File: src/rtl/hm01b0_capture_ctrl.sv
// hm01b0_capture_ctrl
//   Captures one frame from the HM01B0 parallel pixel bus into an external
//   frame RAM. The camera bus is asynchronous to clock, so it is sampled through
//   a 2-flop chain. pixclk gets a third flop so its rising edge can be found.
//   After an arm request the controller throws away any frame that is already
//   in progress. It then waits for a clean vsync rise and crops a fixed
//   COL_START/ROW_START/WIN_W/WIN_H window. Each pixel inside the window becomes
//   one RAM write with a linear address.
//
// Ports
//   clock         system clock (osc_12m)
//   reset         asynchronous, active-high reset
//   cam_pixdata   camera pixel byte (async)
//   cam_pixclk    camera pixel clock (async, at most clock/4)
//   cam_hsync     camera line-valid (async)
//   cam_vsync     camera frame-valid (async)
//   arm           single-cycle request to capture the next full frame
//   abort         cancel capture and return to IDLE
//   busy          high in every state except IDLE
//   done          one-cycle pulse when a captured frame has ended
//   wr_en         one-cycle RAM write strobe
//   wr_addr       RAM write address
//   wr_data       RAM write data
//   frame_pixels  number of writes in the last completed capture
//   err_short     last capture wrote fewer than WIN_W*WIN_H pixels
//
// Write interface: wr_en/wr_addr/wr_data is a fire-and-forget strobe. It has no
// ready/backpressure. The RAM must accept one write in any cycle in which
// wr_en is high, and wr_addr/wr_data are valid only in that cycle.

module hm01b0_capture_ctrl #(
    parameter int COL_START = 2,
    parameter int ROW_START = 2,
    parameter int WIN_W     = 320,
    parameter int WIN_H     = 320,
    parameter int ADDR_W    = 17
) (
    input  logic              clock,
    input  logic              reset,
    input  logic [7:0]        cam_pixdata,
    input  logic              cam_pixclk,
    input  logic              cam_hsync,
    input  logic              cam_vsync,
    input  logic              arm,
    input  logic              abort,
    output logic              busy,
    output logic              done,
    output logic              wr_en,
    output logic [ADDR_W-1:0] wr_addr,
    output logic [7:0]        wr_data,
    output logic [ADDR_W-1:0] frame_pixels,
    output logic              err_short
);

    localparam logic [10:0]       COL_LO    = 11'(COL_START);
    localparam logic [10:0]       COL_HI    = 11'(COL_START + WIN_W);
    localparam logic [9:0]        ROW_LO    = 10'(ROW_START);
    localparam logic [9:0]        ROW_HI    = 10'(ROW_START + WIN_H);
    localparam logic [ADDR_W-1:0] PIX_TOTAL = ADDR_W'(WIN_W * WIN_H);

    typedef enum logic [2:0] {
        S_IDLE,
        S_WAIT_LOW,
        S_WAIT_HIGH,
        S_CAPTURE,
        S_DONE
    } state_t;

    state_t state, state_nxt;

    // Synchronizer chain. Every bus signal shares the same two stages, so
    // hsync_s, vsync_s and data_s stay aligned with pix_edge. The s3 stages
    // hold the previous s2 value, which is used for edge detection.
    logic       pixclk_s1, pixclk_s2, pixclk_s3;
    logic       hsync_s1, hsync_s2, hsync_s3;
    logic       vsync_s1, vsync_s2, vsync_s3;
    logic [7:0] data_s1, data_s2;

    always_ff @(posedge clock or posedge reset) begin
        if (reset) begin
            pixclk_s1 <= 1'b0;
            pixclk_s2 <= 1'b0;
            pixclk_s3 <= 1'b0;
            hsync_s1  <= 1'b0;
            hsync_s2  <= 1'b0;
            hsync_s3  <= 1'b0;
            vsync_s1  <= 1'b0;
            vsync_s2  <= 1'b0;
            vsync_s3  <= 1'b0;
            data_s1   <= 8'd0;
            data_s2   <= 8'd0;
        end else begin
            pixclk_s1 <= cam_pixclk;
            pixclk_s2 <= pixclk_s1;
            pixclk_s3 <= pixclk_s2;
            hsync_s1  <= cam_hsync;
            hsync_s2  <= hsync_s1;
            hsync_s3  <= hsync_s2;
            vsync_s1  <= cam_vsync;
            vsync_s2  <= vsync_s1;
            vsync_s3  <= vsync_s2;
            data_s1   <= cam_pixdata;
            data_s2   <= data_s1;
        end
    end

    logic       pix_edge, hsync_s, vsync_s;
    logic [7:0] data_s;

    assign pix_edge = pixclk_s2 & ~pixclk_s3;
    assign hsync_s  = hsync_s2;
    assign vsync_s  = vsync_s2;
    assign data_s   = data_s2;

    // FSM
    always_ff @(posedge clock or posedge reset) begin
        if (reset) state <= S_IDLE;
        else       state <= state_nxt;
    end

    always_comb begin
        state_nxt = state;
        case (state)
            S_IDLE:      if (arm)                  state_nxt = S_WAIT_LOW;
            S_WAIT_LOW:  if (!vsync_s)             state_nxt = S_WAIT_HIGH;
            S_WAIT_HIGH: if (vsync_s)              state_nxt = S_CAPTURE;
            S_CAPTURE:   if (!vsync_s && vsync_s3) state_nxt = S_DONE;
            S_DONE:                                state_nxt = S_IDLE;
            default:                               state_nxt = S_IDLE;
        endcase
        // Abort overrides everything, including an arm in the same cycle.
        if (abort) state_nxt = S_IDLE;
    end

    assign busy = (state != S_IDLE);
    assign done = (state == S_DONE) && !abort;

    // Window counters
    logic [10:0]       col;
    logic [9:0]        row;
    // addr doubles as the write count: it advances exactly once per write.
    logic [ADDR_W-1:0] addr;

    logic start_capture, pix_ok, hsync_fall, in_window, do_write;

    assign start_capture = (state == S_WAIT_HIGH) && vsync_s && !abort;
    // A pixel counts only while both line-valid and frame-valid are high.
    // Pixels are dropped in the cycle abort is seen, so no strobe leaks into IDLE.
    assign pix_ok     = (state == S_CAPTURE) && pix_edge && hsync_s && vsync_s && !abort;
    assign hsync_fall = (state == S_CAPTURE) && !hsync_s && hsync_s3;
    assign in_window  = (row >= ROW_LO) && (row < ROW_HI) &&
                        (col >= COL_LO) && (col < COL_HI) &&
                        (addr < PIX_TOTAL);
    assign do_write   = pix_ok && in_window;

    always_ff @(posedge clock or posedge reset) begin
        if (reset) begin
            col  <= '0;
            row  <= '0;
            addr <= '0;
        end else if (start_capture) begin
            col  <= '0;
            row  <= '0;
            addr <= '0;
        end else begin
            // pix_ok needs hsync_s high and hsync_fall needs it low, so at
            // most one of these two branches fires in a given cycle.
            if (pix_ok && (col != 11'h7FF)) col <= col + 11'd1;
            if (hsync_fall) begin
                if (col != '0) row <= row + 10'd1;
                col <= '0;
            end
            if (do_write) addr <= addr + 1'b1;
        end
    end

    // Registered write strobe and frame result
    always_ff @(posedge clock or posedge reset) begin
        if (reset) begin
            wr_en        <= 1'b0;
            wr_addr      <= '0;
            wr_data      <= 8'd0;
            frame_pixels <= '0;
            err_short    <= 1'b0;
        end else begin
            wr_en <= do_write;
            if (do_write) begin
                wr_addr <= addr;
                wr_data <= data_s;
            end
            if ((state == S_DONE) && !abort) begin
                frame_pixels <= addr;
                err_short    <= (addr < PIX_TOTAL);
            end
        end
    end

endmodule

File: config.mk
export PLATFORM = sky130hd
export DESIGN_NAME = hm01b0_capture_ctrl
export DESIGN_NICKNAME = d
export VERILOG_FILES = /design/src/rtl/hm01b0_capture_ctrl.sv
export SDC_FILE = /design/constraint.sdc
export NUM_CORES = 1
export LEC_CHECK = 0
export CAP_MARGIN = 30
export CORE_MARGIN = 3
export CORE_UTILIZATION = 40
export CTS_BUF_LIST = sky130_fd_sc_hd__clkbuf_16
export CTS_CLUSTER_SIZE = 28
export DETAILED_ROUTE_END_ITERATION = 16
export GPL_TIMING_DRIVEN = 0
export SLEW_MARGIN = 5
export SYNTH_ARGS = -nofsm -noshare
export SYNTH_HDL_FRONTEND = slang
export SYNTH_SLANG_ARGS = --single-unit
File: constraint.sdc
create_clock -name clock -period 4 [get_ports clock]
set_clock_uncertainty 0.05 [all_clocks]
set_input_delay 1.2 -clock clock [delete_from_list [all_inputs] [get_ports clock]]
set_output_delay 1.2 -clock clock [all_outputs]
set_load 0.01 [all_outputs]
; ---- Yosys cells after proc, flatten, opt, wreduce, memory -nomap -nowiden
; Index checks and enable logic that the tools add are counted.
; Widths: inputs -> output; s select.
[totals]
regBits = 110
[op_classes]
n_bitwise = 2
order_cmp = 5
n_eq_ne = 9
add_sub_neg = 3
reduce_logical = 28
mux = 14
[ops]
columns = operator, n
row1 = $mux 17, 2
row2 = $mux 11, 3
row3 = $mux 10, 3
row4 = $add 17x1->17 const B, 1
row5 = $lt 17x17->1 const B, 1
row6 = $logic_and 1x1->1, 16
row7 = $mux 3, 5
row8 = $ne 3x3->1 const B, 4
row9 = $pmux 3 s4, 1
row10 = $add 11x1->11 const B, 1
row11 = $ge 11x2->1 const B, 1
row12 = $lt 11x9->1 const B, 1
row13 = $ne 11x11->1 const B, 1
row14 = $reduce_bool 11->1, 1
row15 = $add 10x1->10 const B, 1
row16 = $ge 10x2->1 const B, 1
row17 = $lt 10x9->1 const B, 1
row18 = $eq 3x2->1 const B, 2
row19 = $reduce_bool 2->1, 3
row20 = $reduce_bool 3->1, 2
row21 = $reduce_and 4->1, 1
row22 = $eq 3x1->1 const B, 1
row23 = $eq 3x3->1 const B, 1
row24 = $logic_not 1->1, 3
row25 = 4 further kinds, 4

; ---- Logic depth before layout (Yosys ltp)
; Gate-level depths: netlist (run 1).
[logic_depth]
ltp_word = 10
ltp_mapped = 9

; ---- Worst setup path after synthesis (run 1)
; No wires, ideal clock.
[synth_path]
kind = input to output
startpoint = input abort
endpoint = output done
required_ps = 2750
path_buffers = 2
setup_slack_ps = 521
t_arrival_ps = 2229
stages = 3
cell_sequence = nor4b_1 -> clkbuf_1 -> clkbuf_1
[synth_between]
elab_chain_cells = 2
[synth_rtl]
columns = item, line_no
row1 = "start, declared", 45  ; input logic abort,
row2 = $logic_not 1->1, 136  ; assign done = (state == S_DONE) && !abort;
row3 = $logic_and 1x1->1, 136
row4 = "end, declared", 47  ; output logic done,
; Every way passes these cells.

; ---- Worst setup path in the final report (run 1)
[layout_path]
startpoint = input abort
endpoint = register addr[8]
[layout_between]
elab_chain_cells = 4
[layout_rtl]
columns = item, line_no
row1 = $logic_not 1->1 *, "146, 149"
row2 = $logic_and 1x1->1, 149  ; assign pix_ok = (state == S_CAPTURE) && pix_edge && hsync_s && vsync_s && !abort;
row3 = $logic_and 1x1->1, 154  ; assign do_write = pix_ok && in_window;
row4 = $reduce_bool 2->1 (no source line), n/a
row5 = "end signal, assigned", 173  ; if (do_write) addr <= addr + 1'b1;
row6 = "end, declared", 142  ; logic [ADDR_W-1:0] addr;
; Every way passes the cells marked *; elsewhere a longest branch is shown, timed or not.
; A chain may end at the register's enable or synchronous reset.

==> results of run 1 <==
## power by group
group	internal, W	leakage, nW	switching (W)
logic	0.0000539	0.922	0.0000690
clock network	0.000454	0.150	0.000465
registers	0.00114	1.47	0.0000266
total	0.00165	2.54	0.000560
## cell families (layout without fill, tap and decap cells)
kind of cell	Yosys count	count (layout)	share of synthesized area (%)
AOI/OAI and AO/OA	41	41	5.729
xor gates and xnor gates	13	13	2.448
adders and majority gates	6	6	1.614
buffers and inverters	27	105	2.447
DFF	110	110	59.17
muxes	48	48	11.51
and+or+nand+nor	143	143	17.08
## metrics by stage
step	power (W)	worst slack, ns	setup TNS [ns]
after CTS	0.002232	0.04964	0
after floorplan	0.001264	0.5209	0
final	0.002210	0.4625	0
after detailed placement	0.001315	-0.9368	-0.9368
after global routing	0.002311	0.3320	0
after global placement	0.001308	-0.9171	-0.9171
## registers in the layout, indices dropped and copies added, names as in the netlist, 3 cells and up
register,flops
addr,17
state,3
col,11
wr_data,8
wr_addr,17
row,10
data_s1,8
data_s,8
frame_pixels,17
## area by class of cell
| type | count | area (µm²) |
|---|---|---|
| plain buffers | 19 | 93.84 |
| clock buffers | 9 | 225.2 |
| clock inverters | 7 | 92.59 |
| fillers | 982 | 5266 |
| inverters | 7 | 30.03 |
| multi-input cells | 251 | 1792 |
| flip-flops and latches | 110 | 2753 |
| well taps | 140 | 175.2 |
| repair buffers | 63 | 650.6 |
## how the worst max path moves through the flow
stage	endpoint	slack, ns	cells after the start
floorplan	done	0.52	3
global placement	done	-0.92	5
detailed placement	done	-0.94	5
CTS	done	0.05	4
global route	addr[8]	0.33	8
finish	addr[8]	0.46	8
## repair_timing
action,CTS,global route
gates resized for setup,4,1
gates cloned,0,0
setup buffers,1,0
pin swaps,0,1
endpoints found under the setup margin,1,1
## critical path, stage by stage
cell and delay, ns:
clkdlybuf4s50_1 0.45, and4bb_2 0.35, nand2_1 0.20, or4_1 0.51, clkbuf_1 0.21, clkbuf_1 0.26
o41ai_1 0.39, a21oi_1 0.12
## layer usage
layer / GRT usage [%] / up-vias / wire (µm)
met3: 3.714 / 9 / 507
met5: 0 / - / 0
met2: 23.95 / 81 / 4329
met4: 4.513 / 0 / 110
li1: - / 1563 / -
met1: 23.53 / 1597 / 4672
## synth_stat cells, types with 7 or more instances
master	count
a21oi_1	15
clkbuf_1	14
dfrtp_1	110
inv_1	7
mux2_2	44
nand2_1	27
nand3_1	12
nand4_1	10
nor2_1	28
nor3_1	9
nor4_1	10
o31ai_1	9
or3_1	7
or4_1	12
xnor2_1	12
==> key figures, run 1 <==
Clock network
  – CTS tree: built
  – Clock Root Buffer: clkbuf_16
  – Total CTS buffers: 9
  – Clk buf depth: 2
  – H-tree depth: 3
  – CTS sink count: 110
  – Clk pin slew, worst setup/hold paths: 0.08 ns
  – Worst-skew pair later-pin latency: 0.35 ns
  – Cts hold-fix bufs: 0

Cells and area
  – Finished Core Util: 52.46%
  – Commonest non-fill, non-tap cells in the layout: dfrtp_1, clkdlybuf4s50_1, mux2_2
  – Layout Nets: 482
  – Syn-to-layout area delta: 24.93%
  – N_diodes: 0
  – Commonest non-fill, non-tap cell in the layout: dfrtp_1
  – Fin area: 5812 µm²
  – Share of cells above drive strength 1: 16.09%
  – Fin cells: 606

Route
  – Via count: 3250
  – Drt drc: 0
  – DRT Pass-1 Iters: 4
  – Routed Wire Length: 9620 µm
  – Via density: 5.363
  – Routed length per instance: 15.87 µm
  – Final ANT Viol Nets: 0
  – Iter 0 DRT Violations: 132

Synth
  – Syn Nets: 409
  – Seq cells post-synth: 110
  – Top FF cell, synth: dfrtp_1
  – Synthesized area: 4652 µm²
  – Largest area contributor in the netlist: dfrtp_1
  – Top cells by area, synth: dfrtp_1, mux2_2, nor2_1
  – Sequential cell area fraction in the yosys report: 59.17%
  – Post-synth EDFFs: 0
  – Synth cell types: 44
  – Synthesized area per cell: 11.99 µm²
  – Area share of the largest cell type after synthesis: 59.17%
  – Async set-or-reset flop fraction in the synthesized netlist: 100.0%
  – Syn. warnings: 0
  – Syn Inst Count: 388

Worst setup path
  – CP startpoint kind: input pin
  – Reg-to-reg slack, setup: 1.16 ns
  – Crit path from: abort
  – Worst Path Required: 4.16 ns
  – RR Startpoint: col[3]
  – CP Class: in2reg
  – R2r worst-path depth: 7
  – Crit end category: register
  – CP Data Arrival Time: 3.70 ns
  – RR Endpoint: addr[8]
  – Critical Path Fanout Max: 10

Global route
  – Initial antenna violation count: 1
  – Largest net degree at the start of global routing: 39
  – First-pass GRT wire length: 16730 µm
  – Grt ovf: 0
  – Vias in the first global route: 3249
  – Global-route usage over all layers: 16.04%

Hold path
  – Hold crit path type: reg2reg
  – Worst hold stages: 0
  – WHS Endpoint: pixclk_s2
  – Hold path start: pixclk_s1

Run
  – Maxcap violations: 0

Die
  – Row count: 38
  – I/O pin count: 61
  – Starting density of the core: 41.99%
  – Die W: 113.8 µm
  – Die span in y: 113.8 µm
  – Core ar.: 11080 µm²
  – Full die area: 12960 µm²

Pwr
  – Max rail drop VDD: 247.2 µV
  – PwrDens: 380.3 nW/µm²
  – Leak: 2.539 nW

Timing
  – Fin. Hold Viols: 0
  – RSZ-0062 raised after global routing: no
  – Worst-Margin Slew: 0.7863 ns
  – FMAX: 0.2827 GHz
  – Slew headroom: 46.22%
  – Hold_ws: 0.3011 ns
  – Pins Over Slew Limit: 0
  – Final period util: 88.44%
  – Final setup fails: 0
  – Final min period: 3.537 ns

Placement
  – Final HPWL from detailed placement: 6644 µm
  – Placed insts: 590
  – Number of port buffers: 60
  – Cell area after placement: 5472 µm²
  – GP Congestion: 0.8804

Outcome
  – Status: completed
Note: power is estimated with default switching activity, not from simulation.
==> run 2, diff against run 1 <==
--- a/config.mk
+++ b/config.mk
@@ -6,9 +6,10 @@
 export NUM_CORES = 1
 export LEC_CHECK = 0
 export CAP_MARGIN = 30
-export CORE_MARGIN = 3
+export CORE_MARGIN = 2
 export CORE_UTILIZATION = 40
 export CTS_BUF_LIST = sky130_fd_sc_hd__clkbuf_16
+export CTS_CLUSTER_DIAMETER = 80
 export CTS_CLUSTER_SIZE = 28
 export DETAILED_ROUTE_END_ITERATION = 16
 export GPL_TIMING_DRIVEN = 0
==> key figures, run 2 (same netlist as run 1, synthesis figures left out) <==
Pwr
  – PwrDens: 361.4 nW/µm² (-5.0%)
  – Max rail drop VDD: 273.9 µV (+11%)
  – Leak: 2.515 nW (-0.94%)

Timing
  – Worst-Margin Slew: 0.9629 ns (+0.1766 ns)
  – Final min period: 3.914 ns (+0.3765 ns)
  – Slew headroom: 34.99% (-11 points)
  – Fin. Hold Viols: 0 (unchanged)
  – RSZ-0062 raised after global routing: no
  – Pins Over Slew Limit: 0 (unchanged)
  – Final setup fails: 0 (unchanged)
  – Final period util: 97.85% (+9.4 points)
  – FMAX: 0.2555 GHz (-9.6%)

Die
  – Row count: 39 (+2.6%)
  – Core ar.: 11370 µm² (+2.6%)
  – Full die area: 12510 µm² (-3.5%)
  – Die W: 111.8 µm (-1.8%)
  – I/O pin count: 61 (unchanged)
  – Die span in y: 111.8 µm (-1.8%)
  – Starting density of the core: 40.92% (-1.1 points)

Placement
  – Placed insts: 594 (+0.68%)
  – Final HPWL from detailed placement: 6727 µm (+1.3%)
  – Number of port buffers: 60 (unchanged)
  – GP Congestion: 0.8093 (-8.1%)

Worst setup path
  – CP Class: in2out
  – CP Data Arrival Time: 2.66 ns (-1.04 ns)
  – CP startpoint kind: input pin
  – Crit end category: output pin
  – Worst Path Required: 2.75 ns (-1.41 ns)
  – Critical Path Fanout Max: 3 (-7)

Route
  – DRT Pass-1 Iters: 4 (unchanged)
  – Final ANT Viol Nets: 0 (unchanged)
  – Drt drc: 0 (unchanged)
  – Via density: 5.293 (-1.3%)
  – Routed Wire Length: 9500 µm (-1.2%)
  – Via count: 3229 (-0.65%)
  – Iter 0 DRT Violations: 155 (+17%)
  – Routed length per instance: 15.57 µm (-1.9%)

Clock network
  – Clk buf depth: 2 (unchanged)
  – CTS tree: built
  – Clock Root Buffer: clkbuf_16
  – Total CTS buffers: 9 (unchanged)
  – CTS sink count: 110 (unchanged)
  – Clk pin slew, worst setup/hold paths: 0.06 ns (-0.02 ns)
  – H-tree depth: 3 (unchanged)
  – Cts hold-fix bufs: 0 (unchanged)
  – Worst-skew pair later-pin latency: 0.34 ns (about the same)

Global route
  – Vias in the first global route: 3190 (-1.8%)
  – Initial antenna violation count: 0 (-1)
  – Grt ovf: 0 (unchanged)
  – Global-route usage over all layers: 15.99% (-0.044 points)
  – First-pass GRT wire length: 16040 µm (-4.2%)
  – Largest net degree at the start of global routing: 33 (-15%)

Cells and area
  – Reg area: 2753 µm² (unchanged)
  – Fin cells: 610 (+0.66%)
  – Layout Nets: 483 (+0.21%)
  – Finished Core Util: 50.79% (-1.7 points)
  – N_diodes: 0 (unchanged)
  – Filler Cells Inserted: 993 (+1.1%)
  – Largest registers: addr (17), frame_pixels (17), wr_addr (17)
  – Share of cells above drive strength 1: 15.63% (-0.46 points)
  – Syn-to-layout area delta: 24.13%
  – Commonest non-fill, non-tap cells in the layout: dfrtp_1, clkdlybuf4s50_1, mux2_2
  – Commonest non-fill, non-tap cell in the layout: dfrtp_1
  – Multi-input gate area: 1792 µm² (unchanged)

Hold path
  – Hold crit path type: reg2reg

Outcome
  – Status: completed

Run
  – Maxcap violations: 0 (unchanged)
## run 2: cell types whose count changed in the layout (fill, tap and decap cells not counted)
cell             delta
clkinv_2            +3
clkinv_8            -3
inv_6               -1
inv_1               +2
inv_8               -1
buf_12              +1
clkinv_1            +1
clkdlybuf4s50_1     +1
inv_12              -1
dlymetal6s2s_1      -1
## run 2: area by class of cell
| class | instances | area share (%) |
|---|---|---|
| Sequential cell | 110 | 47.67 |
| Multi-Input combinational cell | 251 | 31.03 |
| Timing Repair Buffer | 64 | 11.57 |
| Clock buffer | 9 | 3.900 |
| Tap cell | 143 | 3.099 |
| Buffer | 19 | 1.625 |
| Clock inverter | 7 | 0.5850 |
| Inverter | 7 | 0.5200 |
## run 2: worst paths after layout
check	start	endpoint	slack, ns	depth (start not counted)
hold reg to reg	data_s1[7]	data_s[7]	0.30	0
setup reg to reg	addr[12]	addr[8]	0.97	7
max in group asynchronous	reset	addr[11]	1.93	4
setup / recovery	abort	done	0.09	4
hold / removal	data_s1[7]	data_s[7]	0.30	0
min in group asynchronous	reset	row[9]	1.23	2
## run 2: repair_timing
item,in CTS,in global routing
resized for setup,3,1
endpoints found under the setup margin,1,1
buffers inserted,1,0
pin swaps,0,0
## run 2: metrics by stage
| stage | area, µm² | power (W) | hold WS [ns] | setup TNS (ns) | setup WS (ns) |
|---|---|---|---|---|---|
| 2_1_floorplan | 4656 | 0.001264 | 0.2812 | 0 | 0.5209 |
| 3_3_place_gp | 5435 | 0.001308 | 0.2828 | -0.9370 | -0.9370 |
| 3_5_place_dp | 5495 | 0.001320 | 0.2863 | -0.9225 | -0.9225 |
| 4_1_cts | 5768 | 0.002125 | 0.3016 | 0 | 0.006413 |
| 5_1_grt | 5774 | 0.002190 | 0.3058 | 0 | 0.04560 |
| 6_report | 5774 | 0.002087 | 0.2978 | 0 | 0.08600 |
## run 2: power by group
group	leakage (nW)	internal (W)	total, W	switching (W)
clock network	0.135	0.000412	0.000790	0.000377
logic	0.912	0.0000560	0.000126	0.0000698
registers	1.47	0.00114	0.00117	0.0000288
## run 2: critical path: stages
cell and delay, ns:
clkdlybuf4s50_1 0.45, nor4b_2 0.31, clkbuf_8 0.18, clkdlybuf4s50_1 0.52
## run 2: per-layer routing
metal,up-vias,share of wire (%),global-route usage (%)
met5,-,0,0
met4,0,2.2,6.173
met3,14,2.7,3.266
met2,46,50,26.99
met1,1618,45,20.33
li1,1551,-,-
==> run 3, diff against run 2 <==
--- a/config.mk
+++ b/config.mk
@@ -12,7 +12,6 @@
 export CTS_CLUSTER_DIAMETER = 80
 export CTS_CLUSTER_SIZE = 28
 export DETAILED_ROUTE_END_ITERATION = 16
-export GPL_TIMING_DRIVEN = 0
 export SLEW_MARGIN = 5
 export SYNTH_ARGS = -nofsm -noshare
 export SYNTH_HDL_FRONTEND = slang
==> key figures, run 3 (same netlist as run 1, synthesis figures left out) <==
Route
  – Iter 0 DRT Violations: 178 (+15%)
  – Routed Wire Length: 9056 µm (-4.7%)
  – Via count: 3174 (-1.7%)
  – Via density: 5.326 (+0.61%)
  – Final ANT Viol Nets: 0 (unchanged)
  – Drt drc: 0 (unchanged)
  – DRT Pass-1 Iters: 6 (+2)
  – Routed length per instance: 15.19 µm (-2.4%)

Timing
  – Pins Over Slew Limit: 0 (unchanged)
  – Fin. Hold Viols: 0 (unchanged)
  – FMAX: 0.2547 GHz (-0.30%)
  – Final setup fails: 0 (unchanged)
  – Final period util: 98.14% (+0.29 points)
  – Final setup margin: 0.07428 ns (-0.01172 ns)
  – RSZ-0062 raised after global routing: no
  – Final min period: 3.926 ns (+0.01172 ns)
  – Slew headroom: 42.92% (+7.9 points)
  – Hold_ws: 0.3001 ns (+0.002293 ns)
  – Worst-Margin Slew: 0.8455 ns (-0.1174 ns)

Pwr
  – Leak: 2.493 nW (-0.88%)
  – Sequential Power Share: 55.3% (-0.8 points)
  – Int Pwr: 0.001618 W (+0.42%)
  – Power share of the combinational group: 5.3% (-0.7 points)
  – Clk pwr share: 39.3% (+1.5 points)
  – PwrDens: 370.7 nW/µm² (+2.6%)
  – Max rail drop VDD: 255.0 µV (-6.9%)
  – Psw: 0.0005047 W (+6.0%)
  – Total power: 0.002122 W (+1.7%)
  – Switching Fraction: 23.78% (+0.97 points)

Global route
  – First-pass GRT wire length: 15520 µm (-3.2%)
  – Grt ovf: 0 (unchanged)
  – Largest net degree at the start of global routing: 46 (+39%)
  – Initial antenna violation count: 0 (unchanged)
  – Global-route usage over all layers: 15.30% (-0.70 points)
  – Vias in the first global route: 3084 (-3.3%)

Clock network
  – H-tree depth: 3 (unchanged)
  – Total CTS buffers: 9 (unchanged)
  – Clock Root Buffer: clkbuf_16
  – Cts hold-fix bufs: 0 (unchanged)
  – Post-cts resize count: 1 (-2)
  – Worst-skew pair later-pin latency: 0.35 ns (about the same)
  – Clk pin slew, worst setup/hold paths: 0.07 ns (about the same)
  – Clk buf depth: 2 (unchanged)
  – Setup Buffers After CTS: 0 (-1)
  – CTS tree: built
  – CTS sink count: 110 (unchanged)

Placement
  – Final HPWL from detailed placement: 6298 µm (-6.4%)
  – Number of port buffers: 60 (unchanged)
  – GP Congestion: 0.8136 (+0.53%)
  – Pre-CTS setup slack: -0.01518 ns (+0.9073 ns)
  – Cell area after placement: 5443 µm² (-0.96%)

Worst setup path
  – Worst Path Required: 2.75 ns (about the same)
  – Crit end category: output pin
  – CP startpoint kind: input pin
  – Critical Path Fanout Max: 3 (unchanged)
  – CP Class: in2out
  – CP Data Arrival Time: 2.68 ns (+0.02 ns)

Hold path
  – Hold crit path type: reg2reg

Die
  – Die W: 111.8 µm (unchanged)
  – Full die area: 12510 µm² (unchanged)
  – Die span in y: 111.8 µm (unchanged)
  – I/O pin count: 61 (unchanged)
  – Starting density of the core: 40.92% (unchanged)
  – Core ar.: 11370 µm² (unchanged)
  – Row count: 39 (unchanged)

Cells and area
  – Fin area: 5724 µm² (-0.87%)
  – Share of cells above drive strength 1: 16.56% (+0.92 points)
  – Filler Cells Inserted: 1010 (+1.7%)
  – Multi-input gate area: 1805 µm² (+0.77%)
  – Commonest non-fill, non-tap cells in the layout: dfrtp_1, clkdlybuf4s50_1, mux2_2
  – Layout Nets: 469 (-2.9%)
  – N_diodes: 0 (unchanged)
  – Syn-to-layout area delta: 23.05%
  – Commonest non-fill, non-tap cell in the layout: dfrtp_1
  – Reg area: 2753 µm² (unchanged)
  – Largest registers: addr (17), frame_pixels (17), wr_addr (17)

Run
  – Maxcap violations: 0 (unchanged)

Outcome
  – Status: completed
## run 3: cell count changes in the layout (fill, tap and decap cells not counted), moves of 2 or more
cell / previous run / this run
clkbuf_1: 12 / 0
buf_4: 1 / 7
buf_2: 3 / 0
inv_6: 0 / 3
buf_12: 3 / 1
## run 3: per-stage QoR
step	util, %	std cells	TNS (ns)
6_report	50.35	596	0
5_1_grt	50.35	596	0
4_1_cts	50.35	596	0
3_5_place_dp	47.87	580	-0.01518
3_3_place_gp	47.77	579	-0.008747
2_1_floorplan	-	388	0
## run 3: path summary, 6_finish.rpt
kind / startpoint / to / slack [ns] / cells past startpoint
max reg2reg: addr[12] / wr_addr[13] / 1.10 / 6
max: abort / done / 0.07 / 3
min: data_s1[3] / data_s[3] / 0.30 / 0
min reg2reg: data_s1[3] / data_s[3] / 0.30 / 0
max in group asynchronous: reset / frame_pixels[9] / 1.80 / 3
min in group asynchronous: reset / data_s1[3] / 1.20 / 2
## run 3: critical path: stages
cell and delay, ns:
clkdlybuf4s50_1 0.48, nor4b_4 0.39, clkdlybuf4s50_1 0.60
## run 3: layer usage
metal  vias to the layer above  global-route usage (%)  share of wire (%)
li1                       1532                       -                  -
met1                      1577                   20.36                 45
met2                        53                   25.01                 50
met3                        12                   3.266                3.8
met4                         0                   5.185                1.5
met5                         -                       0                  0
## run 3: area by class of cell
cell class,instances,area share (%)
Inverter,7,0.5246
Tap cell,143,3.126
Multi-Input combinational cell,251,31.54
Sequential cell,110,48.09
Clock inverter,7,0.8306
Timing Repair Buffer,69,11.96
Clock buffer,9,3.934
## run 3: power by group through the flow
stage	Sequential (W)	Combinational [W]	Clock [W]
6_report	0.00117	0.000113	0.000834
5_1_grt	0.00118	0.000131	0.000914
4_1_cts	0.00117	0.000117	0.000860
3_5_place_dp	0.00120	0.000116	0
3_3_place_gp	0.00119	0.000110	0
2_1_floorplan	0.00118	0.0000802	0
